<file path="config.mk">
export PLATFORM = sky130hd
export DESIGN_NAME = fetch_unit
export DESIGN_NICKNAME = d
export VERILOG_FILES = /design/src/rtl/fetch_unit.sv
export SDC_FILE = /design/constraint.sdc
export NUM_CORES = 1
export LEC_CHECK = 0
export CAP_MARGIN = 20
export CORE_MARGIN = 2
export CORE_UTILIZATION = 30
export CTS_CLUSTER_DIAMETER = 100
export DETAILED_ROUTE_END_ITERATION = 7
export MAX_ROUTING_LAYER = met4
export PLACE_DENSITY = 0.49
export SYNTH_ARGS = -nofsm -noshare
export SYNTH_HDL_FRONTEND = slang
export SYNTH_SLANG_ARGS = --single-unit
</file>
<file path="constraint.sdc">
create_clock -name clk -period 17.4 [get_ports clk]
set_input_delay 5.22 -clock clk [delete_from_list [all_inputs] [get_ports clk]]
set_output_delay 5.22 -clock clk [all_outputs]
set_load 0.05 [all_outputs]
</file>
<file path="src/rtl/fetch_unit.sv">
// fetch_unit: IF stage with req/ack imem fetch, small FIFO to IF/ID, redirect flush with in-flight discard.
// Optional FETCH_PERF_EN adds saturating fetch/bubble counters.
module fetch_unit #(
  parameter logic [31:0] RESET_PC    = 32'h0000_0000,
  parameter int          QUEUE_DEPTH = 2
) (
  input  logic        clk,
  input  logic        rst_n,
  output logic        imem_req,
  output logic [31:0] imem_addr,
  input  logic        imem_ack,
  input  logic [31:0] imem_rdata,
  input  logic        redirect,
  input  logic [31:0] redirect_pc,
  input  logic        id_ready,
  output logic        out_valid,
  output logic [31:0] out_instr,
  output logic [31:0] out_pc_plus4
`ifdef FETCH_PERF_EN
  ,
  output logic [31:0] perf_fetch_cnt,
  output logic [31:0] perf_bubble_cnt
`endif
);
  typedef enum logic [1:0] {IDLE, REQ, DISCARD} state_t;
  localparam logic [1:0] LAST  = 2'(QUEUE_DEPTH - 1);
  localparam logic [2:0] DEPTH = 3'(QUEUE_DEPTH);
  state_t      state, state_nx;
  logic [31:0] fetch_pc, disc_addr;
  logic [31:0] q_instr [4];
  logic [31:0] q_pc4 [4];
  logic [1:0]  rd_ptr, wr_ptr;
  logic [2:0]  count, count_nx;
  logic        push, pop;
  function automatic logic [1:0] nxt(input logic [1:0] p);
    return (p == LAST) ? 2'd0 : p + 2'd1;
  endfunction
  assign push         = (state == REQ) && imem_ack && !redirect;
  assign pop          = out_valid && id_ready;
  assign count_nx     = redirect ? 3'd0 : count + {2'b0, push} - {2'b0, pop};
  assign out_valid    = (count != 3'd0);
  assign out_instr    = out_valid ? q_instr[rd_ptr] : 32'h0;
  assign out_pc_plus4 = out_valid ? q_pc4[rd_ptr] : 32'h0;
  assign imem_req     = (state != IDLE);
  // DISCARD keeps presenting the abandoned address until its ack drains it
  assign imem_addr    = (state == DISCARD) ? disc_addr : fetch_pc;
  always_comb begin
    state_nx = state;
    case (state)
      IDLE:    state_nx = (redirect || count < DEPTH) ? REQ : IDLE;
      REQ:     state_nx = redirect ? (imem_ack ? REQ : DISCARD)
                                   : (imem_ack && !(count_nx < DEPTH)) ? IDLE : REQ;
      DISCARD: state_nx = imem_ack ? REQ : DISCARD;
      default: state_nx = IDLE;
    endcase
  end
  always_ff @(posedge clk or negedge rst_n) begin
    if (!rst_n) begin
      state     <= IDLE;
      fetch_pc  <= RESET_PC;
      disc_addr <= RESET_PC;
      rd_ptr    <= 2'd0;
      wr_ptr    <= 2'd0;
      count     <= 3'd0;
    end else begin
      state <= state_nx;
      count <= count_nx;
      if (redirect) begin
        fetch_pc <= redirect_pc & ~32'h3;
        rd_ptr   <= 2'd0;
        wr_ptr   <= 2'd0;
        if (state == REQ && !imem_ack) disc_addr <= fetch_pc;
      end else begin
        if (push) begin
          fetch_pc <= fetch_pc + 32'd4;
          wr_ptr   <= nxt(wr_ptr);
        end
        if (pop) rd_ptr <= nxt(rd_ptr);
      end
    end
  end
  always_ff @(posedge clk) begin
    if (push) begin
      q_instr[wr_ptr] <= imem_rdata;
      q_pc4[wr_ptr]   <= fetch_pc + 32'd4;
    end
  end
`ifdef FETCH_PERF_EN
  always_ff @(posedge clk or negedge rst_n) begin
    if (!rst_n) begin
      perf_fetch_cnt  <= 32'h0;
      perf_bubble_cnt <= 32'h0;
    end else begin
      if (push && perf_fetch_cnt != 32'hFFFF_FFFF) perf_fetch_cnt <= perf_fetch_cnt + 32'd1;
      if (id_ready && !out_valid && perf_bubble_cnt != 32'hFFFF_FFFF) perf_bubble_cnt <= perf_bubble_cnt + 32'd1;
    end
  end
`endif
endmodule

</file>
==> qor.tcl, run 1 <==
set qor(run_status) {finished, final reports clean}
set qor(worst_setup_path_end_kind) {output port}
set qor(cts.reportedPaths.clkPinSlew_ns) 0.06
set qor(maxSlewHeadroom_pct) 29.0
set qor(vdd.ir_drop.worst_mv) 0.0859
set qor(floorplan.die_area_um2) 47100
set qor(cp.required_ns) 12.18
set qor(ys.warnings.count) 0
set qor(total_grt_overflow) 0
set qor(synth-async-reset-ratio_pct) 21.8
set qor(power_density_nw_per_um2) 157
set qor(min_path_type) {flop to flop}
set qor(cts.repair_timing.setup_buffer_count) 0
set qor(totalWireLength_mm) 32.8
set qor(antenna-diode-count) 0
set qor(crit_path_cell_trace) {buf_4, mux4_2, and2_1, clkdlybuf4s50_1}
set qor(final_number_of_setup_violating_endpoints) 0
set qor(synthAdderAreaFrac_pct) 0.514
set qor(number_of_global_route_vias_before_repair) 8223
set qor(clock.fmax_mhz) 113
set qor(vias_per_cell) 4.76
set qor(coreArea_um2) 45100
set qor(detail_route.wl_per_cell_um) 20.3
set qor(area_growth_syn_to_layout_pct) 25.0
set qor(drt-initial-drc-count) 426
set qor(combinational_family_with_the_most_area_after_synthesis) {multiplexers}
set qor(static_leak_nw) 5.59
set qor(final_nets) 1065
set qor(clock_insertion_delay_worst_skew_ns) 0.54
set qor(period_needed_ns) 8.87
set qor(synth_compound_area_share_pct) 2.42
set qor(worstPathBufferInverterCount) 2
set qor(tritoncts) {done}
set qor(crit_family) {buffers and inverters}
set qor(synth.top_cell.area_share_pct) 54.7
set qor(simple_gate_fraction_of_synth_area_pct) 9.42
set qor(fraction_of_layout_cells_with_a_size_suffix_above_1_pct) 19.4
set qor(clock_sink_count) 317
set qor(clock_tree.buffer_depth) 3
set qor(synthDistinctLibCells) 47
set qor(synth_area_per_cell_um2) 16.2
set qor(port_buffers) 160
set qor(synth.top_cells.by_count) {sky130_fd_sc_hd__edfxtp_1, sky130_fd_sc_hd__dfrtp_1, sky130_fd_sc_hd__and2_1, sky130_fd_sc_hd__mux4_2, sky130_fd_sc_hd__mux2_2}
set qor(post_synth_inst_count) 843
set qor(boundaryPins) 167
set qor(layout_worst_path_cycle_share_pct) 51.0
set qor(share_of_the_core_filled_with_cells_in_the_final_layout_pct) 37.8
set qor(postCtsResizedCells) 0
set qor(synth-edff-count) 248
set qor(synth_sequential_area_ratio_pct) 67.3
set qor(critical_path.slowest_cell) {sky130_fd_sc_hd__dfrtp_4}
set qor(timing.max_cap.violations) 0
set qor(overall_track_demand_over_capacity_in_global_routing_pct) 14.6
set qor(fin_max_slew_vios) 0
set qor(cts_made_buffers) 38
set qor(power_mw) 2.67
set qor(area_of_the_multi_input_gates_um2) 4160
set qor(pin_count_of_the_biggest_net_entering_global_routing) 70
set qor(synth_mux_area_share_pct) 15.0
set qor(timing.hold.ws_ns) 0.499
set qor(max_slew.worst_pin.slew_ns) 1.06
set qor(cts_root_buf) {sky130_fd_sc_hd__clkbuf_16}
set qor(detailedRoute.firstPassIterationCount) 4
set qor(die_height_um) 217
set qor(ctsHtreeMaxLevel) 2
set qor(overall_via_count_from_detail_route) 7699
set qor(dominantRegCellSynth) {sky130_fd_sc_hd__edfxtp_1}
set qor(crit_path_arrival_time_ns) 3.65
set qor(mapped_area_um2) 13600
set qor(n_fill_cell) 4319
set qor(critPathMaxFanout) 35
set qor(timing.critical_path.from_type) {flop}
set qor(antenna_violating_nets_post_route) 0
set qor(synthTopCellsByArea) {sky130_fd_sc_hd__edfxtp_1, sky130_fd_sc_hd__dfrtp_1, sky130_fd_sc_hd__mux4_2}
set qor(place_hpwl_mm) 19.6
set qor(synth_most_common_cell) {sky130_fd_sc_hd__edfxtp_1}
set qor(cp_slowest_stage_delay_ns) 0.85
set qor(synthDominantAreaCellType) {sky130_fd_sc_hd__edfxtp_1}
set qor(final_hold_viol_count) 0
set qor(setup_total_negative_slack_ns) 0
set qor(finClkSkew_ns) 0.0206
set qor(synth_seq_cells) 317
set qor(finalWeightedCongestion) 0.794
set qor(setup.worst_path.class) {flop to output port}
set qor(seqCellArea_um2) 9180
set qor(initial_utilization_pct) 30.2
set qor(unrepaired_setup_endpoints_after_global_routing) {no}
set qor(core.rowCount) 78
set qor(dieWidth_um) 217
set qor(grt_pass1_wl_mm) 50.8
set qor(cts_hold_repair.buffers) 0
set qor(post_synth_xor_xnor_area_pct) 2.76
set qor(grt_antenna_before_repair) 1
set qor(post_route_drc) 0
[metal layers]
metal  GRT usage (%)  up-vias  share of wire, %  wire (um)
met2            21.7      185                45      14800
li1                -     3517                 -          -
met5               -        -                 0          0
met3            3.61       49               4.9       1620
met4            3.84        0               2.0        653
met1            20.1     3948                48      15700
[cells in the final DEF, fill, tap and decap left out, types with 16 or more instances in the layout]
cell / netlist / final
sky130_fd_sc_hd__nor2_1: 32 / 30
sky130_fd_sc_hd__xnor2_1: 25 / 25
sky130_fd_sc_hd__dfrtp_1: 69 / 67
sky130_fd_sc_hd__xor2_1: 18 / 18
sky130_fd_sc_hd__nand3_1: 21 / 21
sky130_fd_sc_hd__and2_1: 64 / 64
sky130_fd_sc_hd__clkbuf_16: 0 / 39
sky130_fd_sc_hd__mux4_2: 62 / 62
sky130_fd_sc_hd__edfxtp_1: 248 / 248
sky130_fd_sc_hd__nand4_1: 16 / 16
sky130_fd_sc_hd__o21ai_0: 21 / 21
sky130_fd_sc_hd__nand2_1: 36 / 36
sky130_fd_sc_hd__clkdlybuf4s50_1: 0 / 159
sky130_fd_sc_hd__mux2_2: 57 / 57
[through the flow]
stage | cell area [um^2] | setup WS (ns) | std cells
after detailed placement | 15800 | 8.77 | 1551
after floorplan | 13600 | 6.49 | 846
after global placement | 15800 | 8.80 | 1551
after global routing | 17000 | 8.23 | 1616
after CTS | 17000 | 8.35 | 1616
final | 17000 | 8.53 | 1616
[area by class of cell]
type | instances | share of cell area, %
clock inverters | 20 | 1.32
inverters | 11 | 0.242
well taps | 600 | 4.41
multi-input cells | 452 | 24.4
clock buffers | 45 | 5.86
repair buffers | 171 | 9.86
flip-flops and latches | 317 | 53.9
[report_power, final]
part	internal (mW)	switching, mW	total, mW
clock network	0.482	0.306	0.788
logic	0.348	0.572	0.920
registers	0.902	0.0631	0.966
total	1.73	0.942	2.67
[flip-flops by register name, indices dropped and copies added (netlist names)]
name       flops
fetch_pc      30
q_pc4        120
q_instr      128
count          3
rd_ptr         2
state          2
wr_ptr         2
disc_addr     30
[path summary, 6_finish.rpt]
check                      slack [ns]                       from                        end  cells past startpoint
max in group asynchronous       11.76                      rst_n      rd_ptr[0]$_DFFE_PN0P_                      2
min in group asynchronous        4.90                      rst_n  disc_addr[19]$_DFFE_PN0P_                      2
max reg2reg                     14.08         state[0]$_DFF_PN0_    q_instr[2][5]$_DFFE_PP_                      5
max                              8.53      rd_ptr[0]$_DFFE_PN0P_              out_instr[20]                      4
min                              0.50  disc_addr[19]$_DFFE_PN0P_  disc_addr[19]$_DFFE_PN0P_                      1
min reg2reg                      0.50  disc_addr[19]$_DFFE_PN0P_  disc_addr[19]$_DFFE_PN0P_                      1
[logic make-up after synthesis]
logic type	count (synthesis)
compound gates	53
xor+xnor	43
fa+ha+maj	5
buf+inv	77
flops	317
mux	120
other cells	1
simple gates	227
Power figures use the tool's default switching activity.
==> run 2, diff against run 1 <==
- PLACE_DENSITY: 0.49 -> 0.51
- clock period: 17.4 -> 8.1 ns (I/O delays scaled with it)
==> run 2 against run 1 <==
Utilization is 0.18 points lower. Die area did not move. Clock power rose by 95%. Non-clock buffer count increased by 1.
==> qor.tcl, run 2 (same netlist as run 1, synthesis figures left out) <==
set qor(initial_utilization_pct) 30.2 ;# unchanged
set qor(finClkSkew_ns) 0.0263 ;# +0.00576 ns
set qor(cts.repair_timing.setup_buffer_count) 0 ;# unchanged
set qor(p_seq_share_pct) 37.4 ;# +1.3 points
set qor(ctsHtreeMaxLevel) 2 ;# unchanged
set qor(static_leak_nw) 5.57 ;# -0.43%
set qor(final_critical_path_setup_slack_ns) 2.06 ;# -6.47 ns
set qor(fin_max_slew_vios) 0 ;# unchanged
set qor(cts_made_buffers) 37 ;# -2.6%
set qor(worstPathBufferInverterCount) 2 ;# unchanged
set qor(grt_antenna_before_repair) 0 ;# -1
set qor(grt_pass1_wl_mm) 49.5 ;# -2.6%
set qor(power_switching_mw) 2.01 ;# +110%
set qor(layout_commonest_cell) {sky130_fd_sc_hd__edfxtp_1}
set qor(cp.required_ns) 5.67 ;# -6.51 ns
set qor(number_of_global_route_vias_before_repair) 8137 ;# -1.0%
set qor(final_nets) 1065 ;# unchanged
set qor(critical_path.slowest_cell) {sky130_fd_sc_hd__dfrtp_4}
set qor(timing.max_cap.violations) 0 ;# unchanged
set qor(total_grt_overflow) 0 ;# unchanged
set qor(timing.hold.ws_ns) 0.500 ;# +0.00125 ns
set qor(clock_insertion_delay_worst_skew_ns) 0.55 ;# about the same
set qor(cts.reportedPaths.clkPinSlew_ns) 0.06 ;# about the same
set qor(vdd.ir_drop.worst_mv) 0.148 ;# +72%
set qor(setup.worst_path.class) {flop to output port}
set qor(coreArea_um2) 45100 ;# unchanged
set qor(crit_path_arrival_time_ns) 3.61 ;# -0.04 ns
set qor(most-common-layout-cells) {sky130_fd_sc_hd__edfxtp_1, sky130_fd_sc_hd__clkdlybuf4s50_1, sky130_fd_sc_hd__dfrtp_1, sky130_fd_sc_hd__and2_1, sky130_fd_sc_hd__mux4_2}
set qor(port_buffers) 160 ;# unchanged
set qor(cts_hold_repair.buffers) 0 ;# unchanged
set qor(crit_family) {buffers and inverters}
set qor(maxSlewHeadroom_pct) 29.1 ;# +0.16 points
set qor(tritoncts) {done}
set qor(run_status) {finished, final reports clean}
set qor(clock_sink_count) 317 ;# unchanged
set qor(post_route_drc) 0 ;# unchanged
set qor(period_needed_ns) 6.04
set qor(totalWireLength_mm) 32.1 ;# -2.1%
set qor(area_growth_syn_to_layout_pct) 24.4
set qor(power.internal_mw) 3.57 ;# +110%
set qor(vias_per_cell) 4.79 ;# +0.47%
set qor(post-route-cell-area_um2) 17000 ;# -0.47%
set qor(register_with_the_highest_flop_count) {q_instr}
set qor(dieWidth_um) 217 ;# unchanged
set qor(crit_path_cell_trace) {buf_4, mux4_2, and2_1, clkdlybuf4s50_1}
set qor(pin_count_of_the_biggest_net_entering_global_routing) 70 ;# unchanged
set qor(sw_frac_of_total_pct) 36.0 ;# +0.82 points
set qor(overall_track_demand_over_capacity_in_global_routing_pct) 14.2 ;# -0.40 points
set qor(final_number_of_setup_violating_endpoints) 0 ;# unchanged
set qor(postPlaceCellArea_um2) 15800 ;# about the same
set qor(layout_top_registers) {q_instr: 128 flops, q_pc4: 120 flops}
set qor(detail_route.wl_per_cell_um) 19.8 ;# -2.2%
set qor(setup_total_negative_slack_ns) 0 ;# unchanged
set qor(cts_root_buf) {sky130_fd_sc_hd__clkbuf_16}
set qor(boundaryPins) 167 ;# unchanged
set qor(layout_worst_path_cycle_share_pct) 74.5
set qor(fraction_of_layout_cells_with_a_size_suffix_above_1_pct) 19.8 ;# +0.37 points
set qor(clock.fmax_mhz) 166
set qor(postCtsResizedCells) 0 ;# unchanged
set qor(n_fill_cell) 4285 ;# -0.79%
set qor(critPathMaxFanout) 43 ;# +23%
set qor(max_slew.worst_pin.slew_ns) 1.06 ;# -0.00236 ns
set qor(seqCellArea_um2) 9180 ;# unchanged
set qor(worst_setup_path_end_kind) {output port}
set qor(unrepaired_setup_endpoints_after_global_routing) {no}
set qor(min_path_type) {flop to flop}
set qor(antenna-diode-count) 0 ;# unchanged
set qor(clock_power_share_pct) 27.6 ;# -1.9 points
set qor(core.rowCount) 78 ;# unchanged
set qor(antenna_violating_nets_post_route) 0 ;# unchanged
set qor(area_of_the_multi_input_gates_um2) 4160 ;# about the same
set qor(place_hpwl_mm) 19.2 ;# -1.9%
set qor(timing.critical_path.from_type) {flop}
set qor(cp_slowest_stage_delay_ns) 1.04 ;# +0.19 ns
set qor(largest_register_ffs) 128 ;# unchanged
set qor(clock_tree.buffer_depth) 3 ;# unchanged
set qor(overall_via_count_from_detail_route) 7740 ;# +0.53%
set qor(power_density_nw_per_um2) 329 ;# +110%
set qor(share_comb_of_total_power_pct) 35.0 ;# +0.6 points
set qor(pre_cts_ws_ns) 2.45 ;# -6.32 ns
set qor(finalWeightedCongestion) 0.786 ;# -1.0%
set qor(final_hold_viol_count) 0 ;# unchanged
set qor(floorplan.die_area_um2) 47100 ;# unchanged
set qor(drt-initial-drc-count) 515 ;# +21%
set qor(die_height_um) 217 ;# unchanged
set qor(detailedRoute.firstPassIterationCount) 5 ;# +1
==> run 2: cell type report <==
cell class / instances / share of cell area [%]
Inverter: 11 / 0.244
Clock buffer: 44 / 5.68
Sequential cell: 317 / 54.2
Tap cell: 600 / 4.43
Clock inverter: 21 / 0.812
Multi-Input combinational cell: 452 / 24.5
Timing Repair Buffer: 172 / 10.1
==> run 2: layer usage <==
metal | vias to the layer above | routed length (um) | GRT usage, %
met5 | - | 0 | -
met4 | 0 | 734 | 4.16
met3 | 57 | 1870 | 3.77
met2 | 209 | 14800 | 21.9
met1 | 3947 | 14600 | 18.5
li1 | 3527 | - | -
==> run 2: stage by stage <==
step | utilization (%) | cells | power [mW]
final | 37.6 | 1617 | 5.58
after global placement | 35.1 | 1551 | 4.11
after CTS | 37.5 | 1616 | 5.69
after global routing | 37.6 | 1617 | 5.86
after floorplan | - | 846 | 3.45
after detailed placement | 35.1 | 1551 | 4.12
==> run 2: final timing paths <==
check / startpoint / end / slack, ns / cells past startpoint
max in group asynchronous: rst_n / rd_ptr[0]$_DFFE_PN0P_ / 5.26 / 2
worst max-delay path: rd_ptr[0]$_DFFE_PN0P_ / out_instr[13] / 2.06 / 4
worst min register to register: disc_addr[11]$_DFFE_PN0P_ / disc_addr[11]$_DFFE_PN0P_ / 0.50 / 1
worst max register to register: state[0]$_DFF_PN0_ / state[0]$_DFF_PN0_ / 4.91 / 12
worst min-delay path: disc_addr[11]$_DFFE_PN0P_ / disc_addr[11]$_DFFE_PN0P_ / 0.50 / 1
min in group asynchronous: rst_n / disc_addr[26]$_DFFE_PN0P_ / 2.09 / 2
==> run 2: power by group through the flow <==
| stage | clock network [mW] | logic (mW) | registers [mW] |
|---|---|---|---|
| after floorplan | 0 | 1.42 | 2.03 |
| after global placement | 0 | 1.99 | 2.12 |
| after detailed placement | 0 | 1.99 | 2.13 |
| after CTS | 1.60 | 2.00 | 2.09 |
| after global routing | 1.67 | 2.07 | 2.12 |
| final | 1.54 | 1.95 | 2.09 |
